File: config.mk
export PLATFORM = sky130hd
export DESIGN_NAME = pwm_duty_meter
export DESIGN_NICKNAME = d
export VERILOG_FILES = /design/src/rtl/pwm_duty_meter.sv
export SDC_FILE = /design/constraint.sdc
export NUM_CORES = 1
export LEC_CHECK = 0
export CORE_MARGIN = 2
export CORE_UTILIZATION = 31
export CTS_CLUSTER_DIAMETER = 120
export CTS_CLUSTER_SIZE = 20
export DETAILED_ROUTE_END_ITERATION = 6
export PLACE_DENSITY_LB_ADDON = 0.15
export SLEW_MARGIN = 20
export SYNTH_ARGS = -nofsm -noshare
export SYNTH_HDL_FRONTEND = slang
export SYNTH_SLANG_ARGS = --single-unit
File: constraint.sdc
create_clock -name Clk_50M -period 7.9 [get_ports Clk_50M]
set_input_delay 1.185 -clock Clk_50M [delete_from_list [all_inputs] [get_ports Clk_50M]]
set_output_delay 1.185 -clock Clk_50M [all_outputs]
set_load 0.05 [all_outputs]
File: src/rtl/pwm_duty_meter.sv
// Measures period, high time and duty cycle of an asynchronous pulse train.
// A restoring divider turns {high, period} into an integer percentage.
module pwm_duty_meter #(
  parameter int CNT_W          = 28,
  parameter int TIMEOUT_CYCLES = 50000000
) (
  input  logic             Clk_50M,
  input  logic             Rst_n,
  input  logic             Sw,
  input  logic             Pwm_in,
  output logic [CNT_W-1:0] Period_cnt,
  output logic [CNT_W-1:0] High_cnt,
  output logic [6:0]       Duty_pct,
  output logic             Valid,
  output logic             Timeout,
  output logic             Overrun
);
  localparam int NUM_W = CNT_W + 7;
  localparam int STP_W = $clog2(NUM_W + 1);
  localparam logic [CNT_W-1:0] TO_LIM = CNT_W'(TIMEOUT_CYCLES);

  typedef enum logic [1:0] {IDLE, HIGH, LOW} state_t;
  state_t state, state_nxt;

  logic [2:0] sync_q;
  logic       pwm_s, rise, fall;

  assign pwm_s = sync_q[1];
  assign rise  = sync_q[1] & ~sync_q[2];
  assign fall  = ~sync_q[1] & sync_q[2];

  always_ff @(posedge Clk_50M or negedge Rst_n)
    if (!Rst_n) sync_q <= '0;
    else        sync_q <= {sync_q[1:0], Pwm_in};

  logic [CNT_W-1:0] cnt, hi_meas;
  logic             cnt_restart, tmo, tmo_hit, capture_hi, launch, busy, done;

  // >= rather than == so a fall landing on the limit still times out next cycle
  assign tmo_hit = (cnt >= TO_LIM);

  always_comb begin
    state_nxt   = state;
    cnt_restart = 1'b0;
    tmo         = 1'b0;
    capture_hi  = 1'b0;
    launch      = 1'b0;
    Overrun     = 1'b0;
    if (!Sw) state_nxt = IDLE;
    else begin
      case (state)
        IDLE: if (rise) begin
                state_nxt   = HIGH;
                cnt_restart = 1'b1;
              end else if (tmo_hit) tmo = 1'b1;
        HIGH: if (fall) begin
                state_nxt  = LOW;
                capture_hi = 1'b1;
              end else if (tmo_hit) begin
                state_nxt = IDLE;
                tmo       = 1'b1;
              end
        LOW:  if (rise) begin
                state_nxt   = HIGH;
                cnt_restart = 1'b1;
                Overrun     = busy;
                launch      = ~busy;
              end else if (tmo_hit) begin
                state_nxt = IDLE;
                tmo       = 1'b1;
              end
        default: state_nxt = IDLE;
      endcase
    end
  end

  always_ff @(posedge Clk_50M or negedge Rst_n)
    if (!Rst_n) state <= IDLE;
    else        state <= state_nxt;

  // Counter reads 1 in the cycle after an edge, so it holds N at the edge N cycles later.
  always_ff @(posedge Clk_50M or negedge Rst_n)
    if (!Rst_n)           cnt <= '0;
    else if (!Sw)         cnt <= '0;
    else if (cnt_restart) cnt <= CNT_W'(1);
    else if (tmo)         cnt <= '0;
    else                  cnt <= cnt + CNT_W'(1);

  always_ff @(posedge Clk_50M or negedge Rst_n)
    if (!Rst_n)          hi_meas <= '0;
    else if (capture_hi) hi_meas <= cnt;

  logic [NUM_W-1:0] num_q;
  logic [CNT_W-1:0] den_q, div_hi, rem_q, rem_nx;
  logic [CNT_W:0]   rem_sh, den_ext;
  logic [5:0]       quo_q;
  logic [6:0]       quo_nx;
  logic [STP_W-1:0] step_q;
  logic             q_bit;

  assign busy    = (step_q != '0);
  assign done    = (step_q == STP_W'(1));
  assign rem_sh  = {rem_q, num_q[NUM_W-1]};
  assign den_ext = {1'b0, den_q};
  assign q_bit   = (rem_sh >= den_ext);
  assign rem_nx  = q_bit ? CNT_W'(rem_sh - den_ext) : rem_sh[CNT_W-1:0];
  // Quotient never exceeds 100, so every partial quotient before the last fits in 6 bits.
  assign quo_nx  = {quo_q, q_bit};

  always_ff @(posedge Clk_50M or negedge Rst_n)
    if (!Rst_n) begin
      num_q  <= '0;
      den_q  <= '0;
      div_hi <= '0;
      rem_q  <= '0;
      quo_q  <= '0;
      step_q <= '0;
    end else if (!Sw) begin
      step_q <= '0;
    end else if (launch) begin
      num_q  <= NUM_W'(hi_meas) * NUM_W'(100);
      den_q  <= cnt;
      div_hi <= hi_meas;
      rem_q  <= '0;
      quo_q  <= '0;
      step_q <= STP_W'(NUM_W);
    end else if (busy) begin
      num_q  <= {num_q[NUM_W-2:0], 1'b0};
      rem_q  <= rem_nx;
      quo_q  <= quo_nx[5:0];
      step_q <= step_q - STP_W'(1);
    end

  always_ff @(posedge Clk_50M or negedge Rst_n)
    if (!Rst_n) begin
      Period_cnt <= '0;
      High_cnt   <= '0;
      Duty_pct   <= '0;
      Valid      <= 1'b0;
      Timeout    <= 1'b0;
    end else begin
      Valid <= 1'b0;
      if (Sw) begin
        if (done) begin
          Period_cnt <= den_q;
          High_cnt   <= div_hi;
          Duty_pct   <= quo_nx;
          Valid      <= 1'b1;
          Timeout    <= 1'b0;
        end else if (tmo) begin
          Period_cnt <= '0;
          High_cnt   <= '0;
          Duty_pct   <= pwm_s ? 7'd100 : 7'd0;
          Timeout    <= 1'b1;
        end
      end
    end
endmodule

# After elaboration in Yosys (flattened, before gate mapping)
# Cells that the tools add are included.
# word_totals
out_inout_bits	66
reg_bits	257
input_bits	4
# classes
mul	1
n_bitwise	5
n_reduce_logical	8
n_eq_ne	5
order_cmp	2
mux	46
addsub	3
# ops
op	n
two-way mux 28 bit	9
two-way mux 35 bit	2
multiplier 28 x 5 -> 33 bit, second input constant	1
two-way mux 6 bit	5
>= comparator 29 x 28 -> 1 bit	1
adder 28 x 1 -> 28 bit, second input constant	1
>= comparator 28 x 26 -> 1 bit, second input constant	1
subtractor 28 bit	1
two-way mux 7 bit	3
two-way mux 1 bit	20
two-way mux 2 bit	5
== test 6 x 1 -> 1 bit, second input constant	1
one-hot mux 2 bit (3 select lines)	1
AND reduction 2 bit	3
nonzero test 6 bit	1
subtractor 6 x 1 -> 6 bit, second input constant	1
nonzero test 2 bit	2
inequality test 3 x 1 -> 1 bit, second input constant	1
inequality test 3 bit, second input constant	1
NOT 1 bit	3
AND 1 bit	2
== test 2 x 1 -> 1 bit, second input constant	1
== test 2 bit, second input constant	1
logical NOT 2 bit	1
2 further kinds	2

# Depth between registers and ports, before layout
# Gate-level depths: netlist (run 1).
# depth
word_depth	8
depth_mapped	15
depth_no_buf	14

# Least setup slack after synthesis (run 1)
# No wires, ideal clock.
# synth_path
path_kind	in2out
startpoint	input port Sw
endpoint	output port Overrun
stages	4
setup_slack_ns	4.264
t_arrival_ns	2.451
cell_sequence	clkbuf_1 nand2_1 clkbuf_1 nor2_1
# synth_via
elab_chain_len	1
# synth_rtl
item	line	rtl
start, declared	9	input logic Sw,
two-way mux 1 bit	49	if (!Sw) state_nxt = IDLE;
end, declared	16	output logic Overrun
# No other way between the ends.

# Worst setup path after layout (run 1)
# Same ends and word-level chain as after synthesis.

==> flow_summary.yaml, run 1 <==
place:
  place_ws_ns: 3.843
  io_buffers: 69
  gp_congestion: 0.8495
  dp.cells: 2238
  hpwlAfterDp_um: 27930
  place_area_mm2: 0.01627
sta:
  skew_ns: 0.01339
  min_period_ns: 4.063
  rsz0062_at_grt: "no"
  max_freq_mhz: 246.1
  slew_violations: 0
  hold_viol: 0
  setup_slack_ns: 3.837
  setup_viol: 0
  finalSetupTns_ns: 0
  worst_slew_margin_rel: 0.2745
  post-route-period-util: 0.5144
  tightest_slew_ns: 1.086
cts:
  ctsHoldBuffers: 0
  cts_tree: "built"
  clkSlewWorstSetupHoldPaths_ns: 0.09
  post_cts_buffers: 0
  clock_path_buffers: 3
  clkLatencyLatePin_ns: 0.51
  htreeDepth: 1
  clockRootBuffer: "clkbuf_16"
  cts.sinks: 255
  cts_made_buffers: 16
  cts_resized: 0
yosys:
  ys_async_sr_fraction: 1.000
  ys_top_cells_by_count: "dfrtp_1 (255), nand2_1 (204), inv_1 (179)"
  synth.most_common_cell: "dfrtp_1"
  synthAdderAreaFrac: 0.1331
  synth_edf_count: 0
  synthMuxAreaShare: 0.03474
  synth-seq-cells: 255
  synthTopCellsByArea: "dfrtp_1 (43%), ha_1 (10%), nand2_1 (5.1%)"
  syn_inst: 1615
  synth_top_area_frac: 0.4260
  synth_compound_area_frac: 0.1688
  synth-seq-area-share: 0.4260
  yosys.area_share.simple: 0.1284
  yosysTopAreaCell: "dfrtp_1"
  syn_nets: 1764
  netlist_area_mm2: 0.01498
  synth_top_family_by_area: "compound AO/OA/AOI/OAI gates"
  yosysUniqueCellTypes: 76
  synth-xor-area-share: 0.04151
  synth_warnings: 0
  synth_flop_cell: "dfrtp_1"
  synth_area_per_cell_um2: 9.276
detailed_routing:
  postRouteAntennaNets: 0
  routedWlPerCell_um: 17.40
  vias: 11360
  drt_iter0_drc: 732
  via_per_inst: 5.034
  drc_errors: 0
  drt-pass1-iter-count: 5
  wl_um: 39280
power_and_ir_drop:
  power_density_mw_per_mm2: 290.8
  p_leak_nw: 7.893
  peakVddDrop_mv: 0.1345
worst_setup_path:
  cp_top_family: "buffers and inverters"
  r2r_end: "num_q[28]$_DFFE_PN0P_"
  worst-setup-path-type: "in -> out"
  critPathMaxFanout: 45
  rr_worst_depth: 14
  path_cells: "buf_2, buf_4, nand2_1, nor2_1, clkdlybuf4s50_1"
  required_ns: 6.71
  crit_cells: 5
  arrival_ns: 2.88
  reg2reg_slack_ns: 3.95
  path_buf_inv: 3
  startpoint_type: "input pin"
  worstSetupEndpointType: "output port"
  reg2reg_from: "hi_meas[9]$_DFFE_PN0P_"
  startpoint: "Sw"
  cp_slowest_cell: "clkdlybuf4s50_1"
  max_stage_delay_ns: 0.81
hold_path:
  min_to: "sync_q[1]$_DFF_PN0_"
  hold_path.class: "reg -> reg"
  hp-start: "sync_q[0]$_DFF_PN0_"
  min_path_cells: 0
layout:
  n_antenna_cell: 0
  area.growth.synth_to_final_pct: 11.55
  finalNetCount: 1790
  post-route-util: 0.3500
  drive_above_1_share: 0.05116
  design_area_mm2: 0.01671
  finalNonFillerCells: 2257
floorplanning:
  die_w_um: 223.8
  coreArea_mm2: 0.04775
  io_pins: 70
  rows: 80
  fp.dieH_um: 223.8
  initial_core_util: 0.3138
  die_area_mm2: 0.05010
global_route:
  antenna_found_initial: 0
  grt_pass1_vias: 11510
  overflow: 0
  track_usage: 0.1604
  grt_pass1_wl_um: 64400
  grt_start_max_net_pins: 81
run_status:
  status: "complete, no violations"
run:
  max_cap_viol_count: 0
routing by layer:
layer,vias to the layer above,wire length (µm),GRT usage
met1,5614,19790,0.2319
met3,31,979,0.01600
li1,5575,-,-
met5,-,0,0
met4,0,742,0.03634
met2,141,17770,0.2592
cell usage in the layout, fill, tap and decap left out, types with 8 or more instances in the layout:
cell,count
clkbuf_16,17
a211oi_1,12
inv_1,179
o22ai_1,49
ha_1,121
nand2_1,203
nand2b_1,10
dfrtp_1,255
nand3_1,42
nor3_1,13
o21ai_1,19
a21oi_1,77
o21ai_0,138
mux2_2,24
o21bai_1,8
a31oi_1,9
clkdlybuf4s50_1,67
fa_1,24
mux2i_1,25
xnor2_1,42
xor2_1,29
a21o_1,23
nor2_1,90
buf_4,16
nand4_1,16
how the worst max path moves through the flow:
stage,to,slack (ns)
5_1_grt,num_q[26]$_DFFE_PN0P_,3.64
6_report,Overrun,3.84
4_1_cts,Overrun,3.83
2_1_floorplan,Overrun,4.26
3_3_place_gp,Overrun,3.88
3_5_place_dp,Overrun,3.84
per-stage QoR:
| step | hold WS, ns | power (mW) |
|---|---|---|
| 2_1_floorplan | 0.3312 | 3.417 |
| 3_3_place_gp | 0.3375 | 4.008 |
| 3_5_place_dp | 0.3418 | 4.024 |
| 4_1_cts | 0.3869 | 4.913 |
| 5_1_grt | 0.3991 | 5.204 |
| 6_report | 0.3864 | 4.860 |
sequential cells by signal (all words and copies together), names as in the netlist:
register and count:
num_q 33, High_cnt 28, Period_cnt 28, cnt 28
den_q 28, div_hi 28, hi_meas 28, rem_q 28
Duty_pct 7, quo_q 6, step_q 6, sync_q 3
state 2, Timeout 1, Valid 1
where the power goes:
group / internal [mW] / switching [mW]
registers: 1.60 / 0.201
clock network: 0.396 / 0.463
logic: 0.811 / 1.39
layout make-up:
cell class,instances,area [µm²]
Inverter,179,671.9
Tap cell,615,769.5
Clock inverter,1,5.005
Clock buffer,18,439.2
Sequential cell,255,6381
Multi-Input combinational cell,1104,7634
Fill cell,4859,31030
Timing Repair Buffer,85,810.8
cells by family after synthesis:
| logic type | count (synthesis) |
|---|---|
| AOI/OAI and AO/OA | 411 |
| xor gates and xnor gates | 71 |
| adders and majority gates | 145 |
| buffers and inverters | 256 |
| DFF | 255 |
| muxes | 49 |
| and+or+nand+nor | 428 |
No activity file was read; power rests on OpenSTA's default activity.
==> run 2: changes to the inputs <==
- clock period: 7.9 -> 3.9 ns (I/O delays scaled with it)
==> run 2 against run 1 <==
Against the previous run:
- die area unchanged
- flip-flop and latch count is the same
- total power is 110% higher
- critical endpoint is now num_q[34]$_DFFE_PN0P_
==> flow_summary.yaml, run 2 (synthesis results as in run 1) <==
sta:
  tightest_slew_ns: 0.9568
  min_period_ns: 3.697
  max_freq_mhz: 270.5
  setup_viol: 0
  slew_violations: 0
  post-route-period-util: 0.9479
  setup_slack_ns: 0.2033
  hold_viol: 0
  finalSetupTns_ns: 0
  skew_ns: 0.01329
  worst_slew_margin_rel: 0.3621
  fin_hold_ws_ns: 0.07991
floorplanning:
  coreArea_mm2: 0.04775
  rows: 80
  io_pins: 70
  die_area_mm2: 0.05010
  die_w_um: 223.8
  fp.dieH_um: 223.8
  initial_core_util: 0.3138
global_route:
  grt_pass1_wl_um: 63640
  track_usage: 0.1585
  overflow: 0
  grt_pass1_vias: 11090
  grt_start_max_net_pins: 106
  antenna_found_initial: 0
layout:
  n_antenna_cell: 0
  fillers: 4883
  final_common_cell: "dfrtp_1"
  drive_above_1_share: 0.06457
  design_area_mm2: 0.01695
  largest_register: "num_q"
  layout_common_cells: "dfrtp_1 (254), nand2_1 (203), inv_1 (179)"
  finalNetCount: 1805
  largest_reg_flops: 33
  area.growth.synth_to_final_pct: 13.12
run_status:
  status: "complete, no violations"
power_and_ir_drop:
  peakVddDrop_mv: 0.2716
  p_leak_nw: 7.985
  power_density_mw_per_mm2: 588.1
  power_mw: 9.967
worst_setup_path:
  worst-setup-path-type: "reg -> reg"
  cp_top_family: "adder cells"
  path_buf_inv: 2
  required_ns: 4.31
  cp_slowest_cell: "fa_1"
  critPathMaxFanout: 5
  path_cells: "ha_1, ha_1, inv_1, fa_1, inv_1, ha_1, o21ai_0, o211ai_1, nand2_1, o211ai_1, a21oi_2, o211ai_1, nand4_1, o211a_1"
  worstSetupEndpointType: "register"
  max_stage_delay_ns: 0.49
  startpoint_type: "register"
  arrival_ns: 4.11
place:
  gp_congestion: 0.8661
  hpwlAfterDp_um: 28510
  place_ws_ns: 0.06913
  io_buffers: 69
  place_area_mm2: 0.01644
detailed_routing:
  drt-pass1-iter-count: 5
  drt_iter0_drc: 771
  wl_um: 39300
  vias: 11260
  postRouteAntennaNets: 0
  routedWlPerCell_um: 17.30
  drc_errors: 0
  via_per_inst: 4.954
hold_path:
  hold_path.class: "in -> async"
cts:
  cts_made_buffers: 16
  clkSlewWorstSetupHoldPaths_ns: 0.09
  cts_tree: "built"
  htreeDepth: 1
  clock_path_buffers: 3
  cts.sinks: 255
  clkLatencyLatePin_ns: 0.51
  clockRootBuffer: "clkbuf_16"
  ctsHoldBuffers: 0
run:
  max_cap_viol_count: 0
==> run 2: metrics by stage <==
stage	utilization	cells
after detailed placement	0.3443	2252
after global placement	0.3443	2252
after CTS	0.3539	2271
after floorplan	-	1615
after global routing	0.3549	2272
final	0.3549	2272
==> run 2: final cells by class <==
class                           instances  area [µm²]  area share
Clock buffer                           18       429.2     0.02532
Clock inverter                          1       30.03    0.001772
Inverter                              179       671.9     0.03965
Multi-Input combinational cell       1104        7667      0.4524
Sequential cell                       255        6382      0.3766
Tap cell                              615       769.5     0.04541
Timing Repair Buffer                  100       996.0     0.05877
==> run 2: path summary, 6_finish.rpt <==
check / start / endpoint / slack, ns / cells past startpoint
max in group asynchronous: Rst_n / Period_cnt[23]$_DFFE_PN0P_ / 2.88 / 2
worst min-delay path: Rst_n / div_hi[18]$_DFFE_PN0P_ / 0.08 / 1
min in group Clk_50M: sync_q[0]$_DFF_PN0_ / sync_q[1]$_DFF_PN0_ / 0.36 / 0
worst max register to register: hi_meas[4]$_DFFE_PN0P_ / num_q[34]$_DFFE_PN0P_ / 0.20 / 14
worst min register to register: sync_q[0]$_DFF_PN0_ / sync_q[1]$_DFF_PN0_ / 0.36 / 0
worst max-delay path: hi_meas[4]$_DFFE_PN0P_ / num_q[34]$_DFFE_PN0P_ / 0.20 / 14
==> run 2: repair_timing <==
item,in CTS,in global routing
gates resized for setup,0,11
setup endpoints to repair,0,13
buffers inserted,0,1
==> run 2: worst reg2reg max path, cell delays in order (launching register included) <==
cell      delay (ns)
dfrtp_1         0.44
ha_1            0.32
ha_1            0.27
inv_1           0.05
fa_1            0.49
inv_1           0.04
ha_1            0.32
o21ai_0         0.14
o211ai_1        0.27
nand2_1         0.20
o211ai_1        0.35
a21oi_2         0.13
o211ai_1        0.29
nand4_1         0.13
o211a_1         0.15
==> run 2: power by group <==
group	total [mW]	internal (mW)	switching (mW)	leakage, nW
Combinational	4.53	1.70	2.83	4.46
Clock	1.78	0.851	0.933	0.225
Sequential	3.65	3.24	0.406	3.30
Total	9.97	5.80	4.17	7.99
==> run 2: routing by layer <==
| metal | wire length, µm | GRT usage |
|---|---|---|
| met1 | 19950 | 0.2340 |
| met2 | 17680 | 0.2513 |
| met3 | 986 | 0.01495 |
| met4 | 680 | 0.03548 |
| met5 | 0 | 0 |
==> run 3: changes to the inputs <==
- ABC_CLOCK_PERIOD_IN_PS: not set -> 3900
==> results of run 3 <==
Final layout, timing and power as in run 2 (identical DEF).
